## src/rtl/pipeline_wb_stage_if.sv

```systemverilog
// Delayed-branch queue handshake between stage 3 / fetch and writeback.
// master drives push and fetch-ready; slave (writeback) returns queue status.
interface pipeline_wb_stage_if #(
  parameter int DATA_W = 16
);
  logic              dbr_push;
  logic [DATA_W-1:0] dbr_target_in;
  logic              fetch_next_in;
  logic              dbr_full;
  logic              dbr_valid_out;
  logic [DATA_W-1:0] dbr_target_out;

  modport master (
    output dbr_push,
    output dbr_target_in,
    output fetch_next_in,
    input  dbr_full,
    input  dbr_valid_out,
    input  dbr_target_out
  );

  modport slave (
    input  dbr_push,
    input  dbr_target_in,
    input  fetch_next_in,
    output dbr_full,
    output dbr_valid_out,
    output dbr_target_out
  );
endinterface

```

## src/rtl/pipeline_wb_stage.sv

```systemverilog
// Writeback stage: stage reg, load/ALU select, delayed-branch queue.
// Define WB_BYPASS_EN to add the one-cycle forwarding register.
module pipeline_wb_stage #(
  parameter int         DATA_W    = 16,
  parameter int         REG_AW    = 3,
  parameter int         CTRL_W    = 22,
  parameter logic [2:0] OPC_LDR   = 3'b011,
  parameter int         DBR_DEPTH = 2
) (
  input  logic              clk,
  input  logic              rst,
  input  logic              flush,
  input  logic              in_valid,
  input  logic [CTRL_W-1:0] control_in,
  input  logic [DATA_W-1:0] result_in,
  input  logic [DATA_W-1:0] rdata_in,
  pipeline_wb_stage_if.slave dbr,
  output logic              wb_en_out,
  output logic [REG_AW-1:0] wb_num_out,
  output logic [DATA_W-1:0] wb_data_out,
  output logic              byp_valid,
  output logic [REG_AW-1:0] byp_num,
  output logic [DATA_W-1:0] byp_data
);

  localparam int CW = $clog2(DBR_DEPTH + 1);
  localparam int PW = (DBR_DEPTH > 1) ? $clog2(DBR_DEPTH) : 1;
  localparam logic [PW-1:0] LAST = PW'(DBR_DEPTH - 1);
  localparam logic [CW-1:0] FULL = CW'(DBR_DEPTH);

  logic              s_valid;
  logic [CTRL_W-1:0] s_ctrl;
  logic [DATA_W-1:0] s_result;
  logic              take;

  assign take = in_valid & ~flush;

  always_ff @(posedge clk or negedge rst) begin
    if (!rst) begin
      s_valid  <= 1'b0;
      s_ctrl   <= '0;
      s_result <= '0;
    end else begin
      s_valid <= take;
      if (take) begin
        s_ctrl   <= control_in;
        s_result <= result_in;
      end
    end
  end

  logic [2:0] opc;
  assign opc = s_ctrl[CTRL_W-1 -: 3];

  assign wb_en_out   = s_valid & s_ctrl[REG_AW];
  assign wb_num_out  = s_ctrl[REG_AW-1:0];
  assign wb_data_out = (opc == OPC_LDR) ? rdata_in : s_result;

  logic [DATA_W-1:0] mem [DBR_DEPTH];
  logic [PW-1:0]     wr_ptr;
  logic [PW-1:0]     rd_ptr;
  logic [CW-1:0]     count;
  logic              pop;
  logic              push_ok;

  assign dbr.dbr_full       = (count == FULL);
  assign dbr.dbr_valid_out  = (count != '0);
  assign dbr.dbr_target_out = mem[rd_ptr];

  assign pop     = dbr.fetch_next_in & dbr.dbr_valid_out;
  // a pop frees a slot in the same edge, so a full queue can still accept
  assign push_ok = dbr.dbr_push & (~dbr.dbr_full | pop);

  function automatic logic [PW-1:0] nxt(input logic [PW-1:0] p);
    return (p == LAST) ? '0 : p + 1'b1;
  endfunction

  always_ff @(posedge clk or negedge rst) begin
    if (!rst) begin
      wr_ptr <= '0;
      rd_ptr <= '0;
      count  <= '0;
      for (int i = 0; i < DBR_DEPTH; i++) mem[i] <= '0;
    end else begin
      if (push_ok) begin
        mem[wr_ptr] <= dbr.dbr_target_in;
        wr_ptr      <= nxt(wr_ptr);
      end
      if (pop) rd_ptr <= nxt(rd_ptr);
      unique case (1'b1)
        (push_ok & ~pop): count <= count + 1'b1;
        (pop & ~push_ok): count <= count - 1'b1;
        default:          count <= count;
      endcase
    end
  end

`ifdef WB_BYPASS_EN
  always_ff @(posedge clk or negedge rst) begin
    if (!rst) begin
      byp_valid <= 1'b0;
      byp_num   <= '0;
      byp_data  <= '0;
    end else begin
      byp_valid <= wb_en_out;
      byp_num   <= wb_num_out;
      byp_data  <= wb_data_out;
    end
  end
`else
  assign byp_valid = 1'b0;
  assign byp_num   = '0;
  assign byp_data  = '0;
`endif

endmodule
```

## src/flat_wrapper.sv

```systemverilog
// flat-port wrapper written by rule: the top's interface ports become plain ports
module pipeline_wb_stage_flat 
#(
  parameter int         DATA_W    = 16,
  parameter int         REG_AW    = 3,
  parameter int         CTRL_W    = 22,
  parameter logic [2:0] OPC_LDR   = 3'b011,
  parameter int         DBR_DEPTH = 2
)
  (clk, rst, flush, in_valid, control_in, result_in, rdata_in, wb_en_out, wb_num_out, wb_data_out, byp_valid, byp_num, byp_data, dbr_dbr_push, dbr_dbr_target_in, dbr_fetch_next_in, dbr_dbr_full, dbr_dbr_valid_out, dbr_dbr_target_out);
  pipeline_wb_stage_if #(.DATA_W(DATA_W)) dbr_i ();
  input  logic clk;
  input  logic rst;
  input  logic flush;
  input  logic in_valid;
  input  logic [CTRL_W-1:0] control_in;
  input  logic [DATA_W-1:0] result_in;
  input  logic [DATA_W-1:0] rdata_in;
  output logic wb_en_out;
  output logic [REG_AW-1:0] wb_num_out;
  output logic [DATA_W-1:0] wb_data_out;
  output logic byp_valid;
  output logic [REG_AW-1:0] byp_num;
  output logic [DATA_W-1:0] byp_data;
  input wire logic [$bits(dbr_i.dbr_push)-1:0] dbr_dbr_push;
  input wire logic [$bits(dbr_i.dbr_target_in)-1:0] dbr_dbr_target_in;
  input wire logic [$bits(dbr_i.fetch_next_in)-1:0] dbr_fetch_next_in;
  output wire logic [$bits(dbr_i.dbr_full)-1:0] dbr_dbr_full;
  output wire logic [$bits(dbr_i.dbr_valid_out)-1:0] dbr_dbr_valid_out;
  output wire logic [$bits(dbr_i.dbr_target_out)-1:0] dbr_dbr_target_out;
  assign dbr_i.dbr_push = dbr_dbr_push;
  assign dbr_i.dbr_target_in = dbr_dbr_target_in;
  assign dbr_i.fetch_next_in = dbr_fetch_next_in;
  assign dbr_dbr_full = dbr_i.dbr_full;
  assign dbr_dbr_valid_out = dbr_i.dbr_valid_out;
  assign dbr_dbr_target_out = dbr_i.dbr_target_out;
  pipeline_wb_stage #(.DATA_W(DATA_W), .REG_AW(REG_AW), .CTRL_W(CTRL_W), .OPC_LDR(OPC_LDR), .DBR_DEPTH(DBR_DEPTH)) u_core (.clk(clk), .rst(rst), .flush(flush), .in_valid(in_valid), .control_in(control_in), .result_in(result_in), .rdata_in(rdata_in), .dbr(dbr_i), .wb_en_out(wb_en_out), .wb_num_out(wb_num_out), .wb_data_out(wb_data_out), .byp_valid(byp_valid), .byp_num(byp_num), .byp_data(byp_data));
endmodule
```

## config.mk

```make
export PLATFORM = sky130hd
export DESIGN_NAME = pipeline_wb_stage_flat
export DESIGN_NICKNAME = d
export VERILOG_FILES = /design/src/rtl/pipeline_wb_stage_if.sv /design/src/rtl/pipeline_wb_stage.sv /design/src/flat_wrapper.sv
export SDC_FILE = /design/constraint.sdc
export NUM_CORES = 1
export LEC_CHECK = 0
export CAP_MARGIN = 0
export CORE_MARGIN = 1
export CORE_UTILIZATION = 42
export CTS_CLUSTER_DIAMETER = 200
export DETAILED_ROUTE_END_ITERATION = 8
export HOLD_SLACK_MARGIN = 0.12
export MAX_ROUTING_LAYER = met4
export PLACE_DENSITY = 0.82
export SLEW_MARGIN = 0
export SYNTH_ARGS = -nofsm -noshare
export SYNTH_HDL_FRONTEND = slang
export SYNTH_SLANG_ARGS = --single-unit
export TNS_END_PERCENT = 100
```

## constraint.sdc

```tcl
create_clock -name clk -period 2 [get_ports clk]
set_input_delay 0.4 -clock clk [delete_from_list [all_inputs] [get_ports clk]]
set_output_delay 0.4 -clock clk [all_outputs]
set_load 0.05 [all_outputs]
```

# --- After elaboration in Yosys (flattened, before gate mapping) ---
# Index checks and enable logic that the tools add are counted.
# Widths: inputs -> output; s select.
word_totals:
  reg_bits: 75
  inputBits: 76
  elab_cells: 43
op_classes:
  addsub: 4
  n_lt_le_gt_ge: 3
  eq_ne: 2
  mux: 10
  n_bitwise: 13
  reduce_logical: 3
op_table:
  columns: ["cell", "n"]
  rows:
  - ["$mux 16", 5]
  - ["$bwmux 32", 1]
  - ["$demux 16 s1", 1]
  - ["$and 1x1->1", 6]
  - ["$ge 2x2->1 const B", 2]
  - ["$not 1->1", 4]
  - ["$not 1->2", 2]
  - ["$pmux 2 s2", 1]
  - ["$reduce_bool 2->1", 2]
  - ["$eq 3x2->1 const B", 1]
  - ["$add 1x1->1 const B", 2]
  - ["$add 2x1->2 const B", 1]
  - ["$eq 2x2->1 const B", 1]
  - ["$lt 2x1->1 const B", 1]
  - ["$mux 1", 2]
  - ["$sub 2x1->2 const B", 1]
  - ["$logic_and 1x1->1", 1]
  - ["$or 1x1->1", 1]

# --- Longest topological paths before layout ---
# Gate-level depths: netlist of run 1.
depth:
  ltp_word: 7
  mapped_depth: 6
  depth_no_buf: 6

# --- Worst setup path after synthesis of run 1 ---
# Ideal clock, no wire load.
synth_path:
  path_kind: "reg-to-reg"
  start: "register u_core.count[0]"
  end: "register u_core.count[1]"
  setup_time_ns: 0.079
  t_arrival_ns: 1.634
  required_ns: 1.921
  slack_ns: 0.287
  path_stages_with_launch: 6
  n_path_buf: 0
  synth_period_minus_slack_ns: 1.713
  cell_sequence: "dfrtp_1 -> or2_2 -> and2_1 -> ha_1 -> nor2_1 -> xor2_1"
synth_via:
  elab_chain_cells: 7
synth_lines:
  columns: ["element", "line_no", "source"]
  rows:
  - ["from (decl)", "pipeline_wb_stage.sv:62", "logic [CW-1:0] count;"]
  - ["from (signal assigned)", "pipeline_wb_stage.sv:91", "(push_ok & ~pop): count <= count + 1'b1;"]
  - ["from (signal assigned)", "pipeline_wb_stage.sv:92", "(pop & ~push_ok): count <= count - 1'b1;"]
  - ["from (signal assigned)", "pipeline_wb_stage.sv:93", "default: count <= count;"]
  - ["$reduce_bool 2->1 (*)", "pipeline_wb_stage.sv:67", "assign dbr.dbr_valid_out = (count != '0);"]
  - ["net dbr_dbr_valid_out", "flat_wrapper.sv:29", "output wire logic [$bits(dbr_i.dbr_valid_out)-1:0] dbr_dbr_valid_out;"]
  - ["$and 1x1->1 (*)", "pipeline_wb_stage.sv:70", "assign pop = dbr.fetch_next_in & dbr.dbr_valid_out;"]
  - ["net u_core.pop", "pipeline_wb_stage.sv:63", "logic pop;"]
  - ["$or 1x1->1", "pipeline_wb_stage.sv:72", "assign push_ok = dbr.dbr_push & (~dbr.dbr_full | pop);"]
  - ["$and 1x1->1", "pipeline_wb_stage.sv:72", null]
  - ["$not 1->1", "pipeline_wb_stage.sv:92", null]
  - ["$and 1x1->1", "pipeline_wb_stage.sv:92", null]
  - ["$pmux 2 s2 / $reduce_bool 2->1 (equally long branches)", null, null]
# Mark *: on every way through the listed nets, which the timed path passes. The rest lies on a longest branch.
# A chain may end at the register's enable or synchronous reset.

# --- Worst setup path after layout of run 1 ---
layout_path:
  start: "register u_core.s_ctrl[21]"
  end: "output port wb_data_out[3]"
layout_via:
  elab_chain_cells: 2
layout_lines:
  columns: ["element", "line_no", "source"]
  rows:
  - ["from (decl)", "pipeline_wb_stage.sv:32", "logic [CTRL_W-1:0] s_ctrl;"]
  - ["from (signal assigned)", "pipeline_wb_stage.sv:46", "s_ctrl <= control_in;"]
  - ["$eq 3x2->1", "pipeline_wb_stage.sv:57", "assign wb_data_out = (opc == OPC_LDR) ? rdata_in : s_result;"]
  - ["$mux 16", "pipeline_wb_stage.sv:57", null]
  - ["to (decl)", "flat_wrapper.sv:21", "output logic [DATA_W-1:0] wb_data_out;"]
# Every way passes these cells.

==> summary.md, run 1 <==
| Metric | Value |
|---|---|
| Status | `finished, final reports clean` |
| Final hold violations | `0` |
| Number of vias per cell after detailed routing | `4.816` |
| Area enclosed by the die boundary | `0.007272 sq mm` |
| Global placement routability congestion | `0.7060` |
| Start point of the critical path | `u_core.s_ctrl[21]` |
| Synth area leader | `sky130_fd_sc_hd__dfrtp_1` |
| GRT Util Overall | `0.1799` |
| Half-perimeter wire length after placement | `4373 microns` |
| Final Cycle Share | `0.9644` |
| IR Drop Worst-Case VDD | `0.001238 V` |
| Logic gate share of total power | `0.563` |
| Starting density of the core | `0.4460` |
| Headroom to the max-slew limit | `0.6409` |
| End-of-flow core utilization | `0.6473` |
| M1 wire length | `2391 microns` |
| CP Data Arrival Time | `1.53 ns` |
| Ports | `134` |
| FILL cells | `507` |
| CTS H-Tree Depth | `3` |
| Via count of the first global-routing pass | `1971` |
| Share of cells above drive strength 1 | `0.4870` |
| Vertical die dimension | `85.28 microns` |
| Top sig layer | `met4` |
| Setup slack, reg-to-reg | `0.37 ns` |
| Largest net degree at the start of global routing | `25` |
| First-pass GRT wire length | `9653 microns` |
| Maximum Capacitance Violations | `0` |
| Master cell of the clock root buffer | `sky130_fd_sc_hd__clkbuf_8` |
| Switching part of the total power | `0.4175` |
| Max-slew violations | `0` |
| Clock-pin slew of the registers on the worst-case setup and hold paths | `0.05 ns` |
| Synth unique cells | `22` |
| Endpoint with the worst hold slack | `u_core.s_ctrl[21]` |
| Final clock skew | `0.004794 ns` |
| Met2 WL | `3092 microns` |
| Area share of the leading cell type in the synthesized netlist | `0.5155` |
| Drt initial violations | `44` |
| Clock tree sinks | `60` |
| Number of placement rows | `29` |
| CORE AREA | `0.006531 sq mm` |
| CTS tree | `done` |
| Fin nets | `382` |
| Number of input and output port buffers inserted | `98` |
| Net switching power figure | `0.002668 W` |
| Sequential fraction of design power | `0.300` |
| Clock latency on the worst-skew pair | `0.32 ns` |
| Clk network pwr share | `0.137` |
| Total power divided by cell area | `1512 mW/mm^2` |
| CP max FO | `6` |
| Mean routed wirelength per cell | `15.39 microns` |
| Die Wd | `85.28 microns` |
| Remaining design rule violation count | `0` |
| Initial antenna violation count | `0` |
| Launch point of the worst hold path | `u_core.s_ctrl[21]` |
| Initial DRT Pass Iterations | `4` |
| Worst Setup End Kind | `output port` |
| Flops & latches, synth | `60` |
| Gate count of the mapped netlist | `197` |
| Antenna diode instance count | `0` |
| Cell area after synthesis | `0.002913 sq mm` |
| Total design power | `0.006391 W` |
| Overflow after GRT | `0` |
| Total leakage power | `1.862 nW` |
| Routed met3 length | `395 microns` |
| Number of buffers inserted during clock tree synthesis | `9` |
| Worst reg2reg path startpoint | `u_core.count[0]` |
| Via count of the routed design | `1854` |
| Synth-to-Final Area Change | `45.15%` |
| Cell internal pwr | `0.003723 W` |
| Hold Crit Class | `flip-flop to flip-flop` |
| RSZ-0062 raised after global routing | `false` |
| Average size of a mapped cell | `14.79 sq um` |
| Total detailed-routing wirelength | `5924 microns` |
| Buffer levels on the longest clock path | `2` |
| Setup-failing EPs final | `0` |
| Endpoint of the worst register-to-register path | `u_core.count[1]` |
| Post-DRT Antenna Nets | `0` |
| CP Class | `flip-flop to output port` |
| Minimum clock period | `1.929 ns` |
| Critical path data required time | `1.60 ns` |
| Post-CTS Repair Setup Buffers | `0` |
| Slew at the pin closest to its max-slew limit | `0.5374 ns` |
| Yosys warning total | `0` |
| Cell types with the largest area share after synthesis | `sky130_fd_sc_hd__dfrtp_1, sky130_fd_sc_hd__mux2_2, sky130_fd_sc_hd__buf_4` |
| FF-to-FF path depth | `5` |
| Instance count along the most critical hold path | `1` |
| Proportion of synthesized chip area in sequential cells | `0.5155` |
| Fmax | `518.5 MHz` |
| Startpoint Class | `flip-flop` |
| Worst-case hold slack | `0.5029 ns` |
[metal layers]
| metal | global-route usage | up-vias |
|---|---|---|
| met5 | - | - |
| li1 | - | 853 |
| met3 | 0.06323 | 5 |
| met1 | 0.1987 | 917 |
| met4 | 0.04545 | 0 |
| met2 | 0.3109 | 79 |
[cell type report]
cell class,count,area (sq um),share of cell area
Clock buffer,11,141.4,0.03344
Timing Repair Buffer,109,1220,0.2885
Clock inverter,3,15.01,0.003551
Sequential cell,60,1501,0.3551
Multi-Input combinational cell,125,1254,0.2965
Tap cell,77,96.34,0.02279
[power groups by stage]
| stage | registers, W | logic (W) | clock network, W |
|---|---|---|---|
| after floorplan | 0.00185 | 0.00261 | 0 |
| after global placement | 0.00190 | 0.00356 | 0 |
| after detailed placement | 0.00193 | 0.00362 | 0 |
| after CTS | 0.00192 | 0.00363 | 0.000922 |
| after global routing | 0.00197 | 0.00376 | 0.000980 |
| final | 0.00191 | 0.00360 | 0.000877 |
[sequential cells by signal, summed over array words and instances (netlist names)]
| register | count |
|---|---|
| u_core.count | 2 |
| u_core.s_valid | 1 |
| u_core.rd_ptr | 1 |
| u_core.s_result | 16 |
| u_core.mem | 32 |
| u_core.wr_ptr | 1 |
| u_core.s_ctrl | 7 |
[worst max path at each step]
| stage | end | slack (ns) | cells after the start |
|---|---|---|---|
| CTS | wb_en_out | 0.007 | 2 |
| detailed placement | u_core.mem[15] | -0.02 | 4 |
| finish | wb_data_out[3] | 0.07 | 4 |
| global route | wb_data_out[6] | 0.008 | 4 |
| global placement | u_core.mem[10] | 0.03 | 4 |
| floorplan | u_core.count[1] | 0.29 | 5 |
[critical path, cell delays in order (launching register included)]
cell	delay [ns]
sky130_fd_sc_hd__dfrtp_1	0.37
sky130_fd_sc_hd__nand3b_1	0.19
sky130_fd_sc_hd__buf_4	0.19
sky130_fd_sc_hd__mux2_2	0.31
sky130_fd_sc_hd__buf_12	0.16
[stage by stage]
step	setup TNS [ns]	area [sq um]	cells	setup WS, ns
floorplan	0	2984	216	0.2867
global placement	0	4055	370	0.03264
detailed placement	-0.07010	4055	370	-0.01652
CTS	0	4222	385	0.007386
global route	0	4228	385	0.008344
finish	0	4228	385	0.07118
[kinds of logic after synthesis]
family / Yosys count / synth area share
and+or+nand+nor: 12 / 0.03523
adders and majority gates: 1 / 0.004295
other: 1 / 0.001287
xor gates and xnor gates: 5 / 0.01504
DFF: 60 / 0.5155
buffers and inverters: 31 / 0.07947
muxes: 87 / 0.3492
[cell usage in the layout (no fill, tap or decap), drive strengths merged]
cell type,synthesis,routed
mux2,87,87
clkdlybuf4s50,0,62
dfrtp,60,60
buf,29,45
conb,1,20
clkbuf,2,11
xnor2,3,3
clkinv,0,3
and2,2,2
nor3b,2,2
xor2,2,2
nor2,2,2
nand3b,1,1
and2b,1,1
or2,1,1
nand2b,1,1
nor2b,1,1
nand2,1,1
ha,1,1
dlygate4sd3,0,1
dlymetal6s2s,0,1
[synthesized netlist by cell type]
| library cell | number |
|---|---|
| sky130_fd_sc_hd__nor3b_4 | 2 |
| sky130_fd_sc_hd__nor2_4 | 1 |
| sky130_fd_sc_hd__nand2b_1 | 1 |
| sky130_fd_sc_hd__xor2_1 | 2 |
| sky130_fd_sc_hd__buf_4 | 23 |
| sky130_fd_sc_hd__buf_6 | 1 |
| sky130_fd_sc_hd__or2_2 | 1 |
| sky130_fd_sc_hd__mux2_4 | 10 |
| sky130_fd_sc_hd__ha_1 | 1 |
| sky130_fd_sc_hd__nor2b_1 | 1 |
| sky130_fd_sc_hd__nand3b_1 | 1 |
| sky130_fd_sc_hd__nor2_1 | 1 |
| sky130_fd_sc_hd__buf_12 | 1 |
| sky130_fd_sc_hd__dfrtp_1 | 60 |
| sky130_fd_sc_hd__and2_1 | 2 |
| sky130_fd_sc_hd__conb_1 | 1 |
| sky130_fd_sc_hd__mux2_2 | 77 |
| sky130_fd_sc_hd__buf_2 | 4 |
| sky130_fd_sc_hd__and2b_1 | 1 |
| sky130_fd_sc_hd__xnor2_1 | 3 |
| sky130_fd_sc_hd__nand2_1 | 1 |
| sky130_fd_sc_hd__clkbuf_1 | 2 |
[timing repair]
| action | in CTS | in global routing |
|---|---|---|
| endpoints found under the hold margin | 10 | 0 |
| hold buffers | 1 | 0 |
| setup endpoints to repair | 0 | 11 |
| gates resized for setup | 0 | 2 |
Power figures use the tool's default switching activity.
==> run 2: changes to the inputs <==
--- a/config.mk
+++ b/config.mk
@@ -7,12 +7,13 @@
 export LEC_CHECK = 0
 export CAP_MARGIN = 0
 export CORE_MARGIN = 1
-export CORE_UTILIZATION = 42
+export CORE_UTILIZATION = 45
 export CTS_CLUSTER_DIAMETER = 200
 export DETAILED_ROUTE_END_ITERATION = 8
+export GPL_TIMING_DRIVEN = 0
 export HOLD_SLACK_MARGIN = 0.12
 export MAX_ROUTING_LAYER = met4
-export PLACE_DENSITY = 0.82
+export PLACE_DENSITY = 0.86
 export SLEW_MARGIN = 0
 export SYNTH_ARGS = -nofsm -noshare
 export SYNTH_HDL_FRONTEND = slang
==> constraint.sdc (replaced) <==
create_clock -name clk -period 2.25 [get_ports clk]
set_input_delay 0.45 -clock clk [delete_from_list [all_inputs] [get_ports clk]]
set_output_delay 0.45 -clock clk [all_outputs]
set_load 0.05 [all_outputs]
==> run 2 against run 1 <==
Utilization up 4.8 points. Worst setup slack better by 0.043 ns. Sequential share of layout area down 0.086 points. Clock power down 5.0%. Sequential power down 10%. Critical path depth unchanged. First-iteration DRC count down 45%. Die area down 6.5%. Register-to-register slack better by 0.17 ns. Via count up 2.5%. Power down 13%.
==> summary.md, run 2 (synthesis results as in run 1) <==
| Metric | Value |
|---|---|
| Status | `finished, final reports clean` |
| Number of buffers inserted during clock tree synthesis | `9 (unchanged)` |
| Cell area after placement | `0.004074 sq mm (+0.46%)` |
| Master cell of the clock root buffer | `sky130_fd_sc_hd__clkbuf_8` |
| Via count of the routed design | `1900 (+2.5%)` |
| CTS tree | `done` |
| First-pass GRT wire length | `9052 microns (-6.2%)` |
| Fmax | `468.3 MHz` |
| Ports | `134 (unchanged)` |
| Total detailed-routing wirelength | `6011 microns (+1.5%)` |
| Minimum setup slack after placement | `-0.3613 ns (-0.3447 ns)` |
| CORE AREA | `0.006096 sq mm (-6.7%)` |
| Biggest registers after layout | `u_core.mem x32, u_core.s_result x16, u_core.s_ctrl x7` |
| Final clock skew | `0.007107 ns (+0.002313 ns)` |
| Synth-to-Final Area Change | `45.62%` |
| RSZ-0062 raised after global routing | `false` |
| Number of vias per cell after detailed routing | `4.657 (-3.3%)` |
| Slew at the pin closest to its max-slew limit | `0.5241 ns (-0.01334 ns)` |
| Drt initial violations | `24 (-45%)` |
| Vertical die dimension | `82.46 microns (-3.3%)` |
| GRT Util Overall | `0.1891 (+0.009237)` |
| Remaining design rule violation count | `0 (unchanged)` |
| Overflow after GRT | `0 (unchanged)` |
| Commonest cells after routing, fill and taps aside | `sky130_fd_sc_hd__mux2_2, sky130_fd_sc_hd__clkdlybuf4s50_1, sky130_fd_sc_hd__dfrtp_1, sky130_fd_sc_hd__buf_4, sky130_fd_sc_hd__conb_1` |
| Total power divided by cell area | `1313 mW/mm^2 (-13%)` |
| Half-perimeter wire length after placement | `4407 microns (+0.77%)` |
| Setup-failing EPs final | `0 (unchanged)` |
| CTS H-Tree Depth | `3 (unchanged)` |
| Critical path data required time | `1.80 ns (+0.20 ns)` |
| Largest net degree at the start of global routing | `40 (+60%)` |
| Post-DRT Antenna Nets | `0 (unchanged)` |
| Post-route cell area | `0.004242 sq mm (+0.33%)` |
| Starting density of the core | `0.4778 (+0.03186)` |
| Initial antenna violation count | `0 (unchanged)` |
| Via count of the first global-routing pass | `1879 (-4.7%)` |
| Number of input and output port buffers inserted | `98 (unchanged)` |
| Worst Setup End Kind | `output port` |
| CP Class | `flip-flop to output port` |
| Sum Neg Setup Slack | `0 ns (unchanged)` |
| CP max FO | `5 (-1)` |
| Largest register by flop count | `u_core.mem` |
| Maximum Capacitance Violations | `0 (unchanged)` |
| Startpoint Class | `flip-flop` |
| Hold Crit Class | `flip-flop to flip-flop` |
| Final non-filler cell total | `408 (+6.0%)` |
| Total design power | `0.005568 W (-13%)` |
| Clock latency on the worst-skew pair | `0.32 ns (about the same)` |
| IR Drop Worst-Case VDD | `0.001179 V (-4.8%)` |
| Buffer levels on the longest clock path | `2 (unchanged)` |
| Max-slew violations | `0 (unchanged)` |
| Most common library cell in the layout ignoring fill and taps | `sky130_fd_sc_hd__mux2_2` |
| Clock-pin slew of the registers on the worst-case setup and hold paths | `0.06 ns (about the same)` |
| Die Wd | `82.46 microns (-3.3%)` |
| Number of flip-flops under the largest register name | `32 (unchanged)` |
| Final worst setup slack | `0.1144 ns (+0.04322 ns)` |
| Final hold violations | `0 (unchanged)` |
| Share of cells above drive strength 1 | `0.4925 (+0.005480)` |
| Area enclosed by the die boundary | `0.006799 sq mm (-6.5%)` |
| Total leakage power | `1.894 nW (+1.7%)` |
| Setup slack, reg-to-reg | `0.54 ns (+0.17 ns)` |
| Headroom to the max-slew limit | `0.6506 (+0.009741)` |
| Post-placement cell count | `390 (+5.4%)` |
| Fin nets | `406 (+6.3%)` |
| Final Cycle Share | `0.9492` |
| Clock tree sinks | `60 (unchanged)` |
| Minimum clock period | `2.136 ns` |
| Mean routed wirelength per cell | `14.73 microns (-4.3%)` |
| Initial DRT Pass Iterations | `3 (-1)` |
| Antenna diode instance count | `0 (unchanged)` |
| CP Data Arrival Time | `1.69 ns (+0.16 ns)` |
| Number of placement rows | `28 (-3.4%)` |
| Global placement routability congestion | `0.6927 (-1.9%)` |
-- run 2: worst paths after layout --
kind	startpoint	to	cells after the start
max	u_core.s_ctrl[21]	wb_data_out[14]	4
min	u_core.s_ctrl[3]	u_core.s_ctrl[3]	1
max reg2reg	u_core.count[1]	u_core.mem[25]	4
min reg2reg	u_core.s_ctrl[3]	u_core.s_ctrl[3]	1
max in group asynchronous	rst	u_core.rd_ptr	3
min in group asynchronous	rst	u_core.s_result[9]	2
-- run 2: through the flow --
| step | util | hold WS [ns] |
|---|---|---|
| final | 0.6958 | 0.5006 |
| after global routing | 0.6958 | 0.5126 |
| after CTS | 0.7034 | 0.5040 |
| after detailed placement | 0.6683 | 0.4554 |
| after global placement | 0.6658 | 0.4833 |
| after floorplan | - | 0.1544 |
-- run 2: worst max-delay path: stages (launching register included) --
cell                              delay (ns)
sky130_fd_sc_hd__dfrtp_1                0.37
sky130_fd_sc_hd__nand3b_1               0.21
sky130_fd_sc_hd__buf_4                  0.19
sky130_fd_sc_hd__mux2_2                 0.26
sky130_fd_sc_hd__clkdlybuf4s15_2        0.33
-- run 2: final cells by class --
class,count,area [sq um]
Clock inverter,2,10.01
Tap cell,75,93.84
Clock buffer,13,158.9
Sequential cell,60,1503
Fill cell,463,1854
Timing Repair Buffer,103,992.2
Multi-Input combinational cell,125,1251
Buffer,30,232.7
-- run 2: power breakdown --
group          internal, W  leakage, nW  switching, W
combinational      0.00128         1.10       0.00175
clock             0.000451       0.0893      0.000382
sequential         0.00148        0.704      0.000230
total              0.00321         1.89       0.00236
-- run 2: what timing repair did --
action | in CTS | in global routing
setup buffers | 2 | 1
pin swaps | 1 | 0
endpoints found under the hold margin | 21 | 0
resized for setup | 85 | 22
setup endpoints to repair | 34 | 14
hold buffers | 1 | 0
-- run 2: metal layers --
metal  wire [microns]  global-route usage  share of wire
met4               44             0.07895         0.0073
met2             2740              0.3017           0.46
met1             2585              0.2244           0.43
met5                0                   -              0
met3              640             0.05385           0.11
==> run 3: changes to the inputs <==
--- a/config.mk
+++ b/config.mk
@@ -7,13 +7,14 @@
 export LEC_CHECK = 0
 export CAP_MARGIN = 0
 export CORE_MARGIN = 1
-export CORE_UTILIZATION = 45
+export CORE_UTILIZATION = 55
 export CTS_CLUSTER_DIAMETER = 200
 export DETAILED_ROUTE_END_ITERATION = 8
+export DONT_BUFFER_PORTS = 1
 export GPL_TIMING_DRIVEN = 0
 export HOLD_SLACK_MARGIN = 0.12
 export MAX_ROUTING_LAYER = met4
-export PLACE_DENSITY = 0.86
+export PLACE_DENSITY = 0.73
 export SLEW_MARGIN = 0
 export SYNTH_ARGS = -nofsm -noshare
 export SYNTH_HDL_FRONTEND = slang
==> constraint.sdc (replaced) <==
create_clock -name clk -period 1.9 [get_ports clk]
set_input_delay 0.38 -clock clk [delete_from_list [all_inputs] [get_ports clk]]
set_output_delay 0.38 -clock clk [all_outputs]
set_load 0.05 [all_outputs]
==> run 3 against run 2 <==
The run now ends with setup timing left. Utilization fell by 3.1 points. Sequential cell count is the same. Combinational power is essentially flat. Via count is 17% lower. Critical path depth decreased by 1. Die area fell by 18%. Power increased by 12%. Critical endpoint is now wb_data_out[5]. Largest cell class unchanged.
==> summary.md, run 3 (synthesis results as in run 1) <==
| Metric | Value |
|---|---|
| Total leakage power | `1.577 nW (-17%)` |
| Total detailed-routing wirelength | `5587 microns (-7.1%)` |
| Number of flip-flops under the largest register name | `32 (unchanged)` |
| Clock-pin slew of the registers on the worst-case setup and hold paths | `0.07 ns (about the same)` |
| Max-slew violations | `0 (unchanged)` |
| Number of placement rows | `26 (-7.1%)` |
| Status | `finished with violations` |
| Ports | `134 (unchanged)` |
| Final worst setup slack | `-0.01961 ns (-0.1340 ns)` |
| Logic gate share of total power | `0.483 (-0.060)` |
| Total power divided by cell area | `1840 mW/mm^2 (+40%)` |
| Mean routed wirelength per cell | `18.38 microns (+25%)` |
| Half-perimeter wire length after placement | `3874 microns (-12%)` |
| Minimum clock period | `1.920 ns` |
| CP Data Arrival Time | `1.54 ns (-0.15 ns)` |
| Clock tree sinks | `60 (unchanged)` |
| CTS tree | `done` |
| Share of cells above drive strength 1 | `0.5897 (+0.09725)` |
| CTS H-Tree Depth | `3 (unchanged)` |
| Number of input and output port buffers inserted | `0 (-100%)` |
| Fmax | `520.9 MHz` |
| Starting density of the core | `0.5703 (+0.09248)` |
| FF-to-FF path depth | `5 (+1)` |
| Post-route cell area | `0.003393 sq mm (-20%)` |
| Cell internal pwr | `0.003494 W (+8.9%)` |
| CORE AREA | `0.005107 sq mm (-16%)` |
| Area enclosed by the die boundary | `0.005591 sq mm (-18%)` |
| Maximum Capacitance Violations | `0 (unchanged)` |
| Sum Neg Setup Slack | `-0.1934 ns (-0.1934 ns)` |
| Commonest cells after routing, fill and taps aside | `sky130_fd_sc_hd__mux2_2, sky130_fd_sc_hd__dfrtp_1, sky130_fd_sc_hd__mux2_4, sky130_fd_sc_hd__buf_4, sky130_fd_sc_hd__conb_1` |
| Master cell of the clock root buffer | `sky130_fd_sc_hd__clkbuf_8` |
| Number of buffers inserted during clock tree synthesis | `9 (unchanged)` |
| Setup slack, reg-to-reg | `0.09 ns (-0.45 ns)` |
| CP max FO | `10 (+5)` |
| First-pass GRT wire length | `8066 microns (-11%)` |
| Buffer levels on the longest clock path | `2 (unchanged)` |
| End-of-flow core utilization | `0.6644 (-0.03143)` |
| Final hold violations | `0 (unchanged)` |
| Startpoint Class | `flip-flop` |
| Overflow after GRT | `0 (unchanged)` |
| Antenna diode instance count | `0 (unchanged)` |
| Number of vias per cell after detailed routing | `5.171 (+11%)` |
| Largest register by flop count | `u_core.mem` |
| Via count of the first global-routing pass | `1659 (-12%)` |
| Violations in the final reports | `setup timing` |
| Clock latency on the worst-skew pair | `0.33 ns (about the same)` |
| Worst Setup End Kind | `output port` |
| Instance count along the most critical hold path | `1 (unchanged)` |
| Cell area after placement | `0.003072 sq mm (-25%)` |
| Final clock skew | `0.006970 ns (-0.0001371 ns)` |
| FILL cells | `380 (-18%)` |
| Clk network pwr share | `0.185 (+0.035)` |
| Switching part of the total power | `0.4403 (+0.01653)` |
| Endpoint of the worst register-to-register path | `u_core.count[1]` |
| Fin nets | `306 (-25%)` |
| Biggest registers after layout | `u_core.mem x32, u_core.s_result x16, u_core.s_ctrl x7` |
| Multi-input logic area | `0.001315 sq mm (+5.1%)` |
| Initial DRT Pass Iterations | `2 (-1)` |
| Synth-to-Final Area Change | `16.49%` |
| Final Cycle Share | `1.010` |
| Setup-failing EPs final | `18 (+18)` |
| Endpoint with the worst hold slack | `u_core.mem[26]` |
| Drt initial violations | `42 (+75%)` |
| Sequential fraction of design power | `0.331 (+0.024)` |
| IR Drop Worst-Case VDD | `0.001129 V (-4.2%)` |
| Most common library cell in the layout ignoring fill and taps | `sky130_fd_sc_hd__mux2_2` |
| Launch point of the worst hold path | `dbr_dbr_target_in[10]` |
| Via count of the routed design | `1572 (-17%)` |
| CP Class | `flip-flop to output port` |
| Hold Crit Class | `input pin to flip-flop` |
| Worst reg2reg path startpoint | `u_core.count[0]` |
| Die Wd | `74.78 microns (-9.3%)` |
| Net switching power figure | `0.002748 W (+16%)` |
| Remaining design rule violation count | `0 (unchanged)` |
| Vertical die dimension | `74.78 microns (-9.3%)` |
| Initial antenna violation count | `0 (unchanged)` |
| Largest net degree at the start of global routing | `61 (+53%)` |
| Global placement routability congestion | `0.8002 (+16%)` |
| RSZ-0062 raised after global routing | `true` |
| GRT Util Overall | `0.2105 (+0.02135)` |
| Post-DRT Antenna Nets | `0 (unchanged)` |
| Sequential cell area | `0.001503 sq mm (unchanged)` |
| Critical path data required time | `1.52 ns (-0.28 ns)` |
| Total design power | `0.006242 W (+12%)` |
==> run 3: repair_timing <==
action	in CTS	in global routing
hold buffers	2	0
hold endpoints to repair	60	0
buffers inserted	1	0
pin swaps	1	0
endpoints found under the setup margin	32	24
resized for setup	5	17
==> run 3: critical path, stage by stage, from the launching register on <==
cell and delay [ns]:
sky130_fd_sc_hd__dfrtp_1 0.37, sky130_fd_sc_hd__nand3b_1 0.24, sky130_fd_sc_hd__buf_6 0.21, sky130_fd_sc_hd__mux2_4 0.39
==> run 3: worst max path at each step <==
stage	slack, ns	start	endpoint
global placement	0.004	u_core.rd_ptr	dbr_dbr_target_out[7]
floorplan	0.19	u_core.count[0]	u_core.count[1]
CTS	-0.03	u_core.s_ctrl[20]	wb_data_out[7]
global route	-0.07	u_core.rd_ptr	dbr_dbr_target_out[6]
detailed placement	-0.02	u_core.rd_ptr	dbr_dbr_target_out[7]
finish	-0.02	u_core.s_ctrl[21]	wb_data_out[5]
==> run 3: layout make-up <==
| cell class | count | area share |
|---|---|---|
| well taps | 70 | 0.02581 |
| clock buffers | 12 | 0.04572 |
| repair buffers | 3 | 0.01438 |
| plain buffers | 30 | 0.06969 |
| multi-input cells | 125 | 0.3875 |
| flip-flops and latches | 60 | 0.4428 |
| clock inverters | 4 | 0.01401 |
==> run 3: stage by stage <==
stage          hold WS [ns]  setup WS [ns]  cells
6_report             0.1902       -0.01961    304
5_1_grt              0.1684       -0.07357    304
4_1_cts              0.1686       -0.03406    304
3_5_place_dp        0.08608       -0.01668    286
3_3_place_gp        0.08623       0.004221    286
2_1_floorplan       0.08441         0.1867    216
==> run 3: power groups by stage <==
stage | Clock, W | Combinational (W) | Sequential (W)
CTS | 0.00119 | 0.00299 | 0.00207
global route | 0.00124 | 0.00314 | 0.00213
floorplan | 0 | 0.00275 | 0.00195
global placement | 0 | 0.00290 | 0.00199
detailed placement | 0 | 0.00295 | 0.00204
finish | 0.00116 | 0.00302 | 0.00207
==> run 3: routing by layer <==
metal	wire, microns	GRT usage	vias up
li1	-	-	706
met1	2051	0.2112	780
met2	3043	0.3614	77
met3	410	0.06560	9
met4	82	0.1195	0
met5	0	-	-
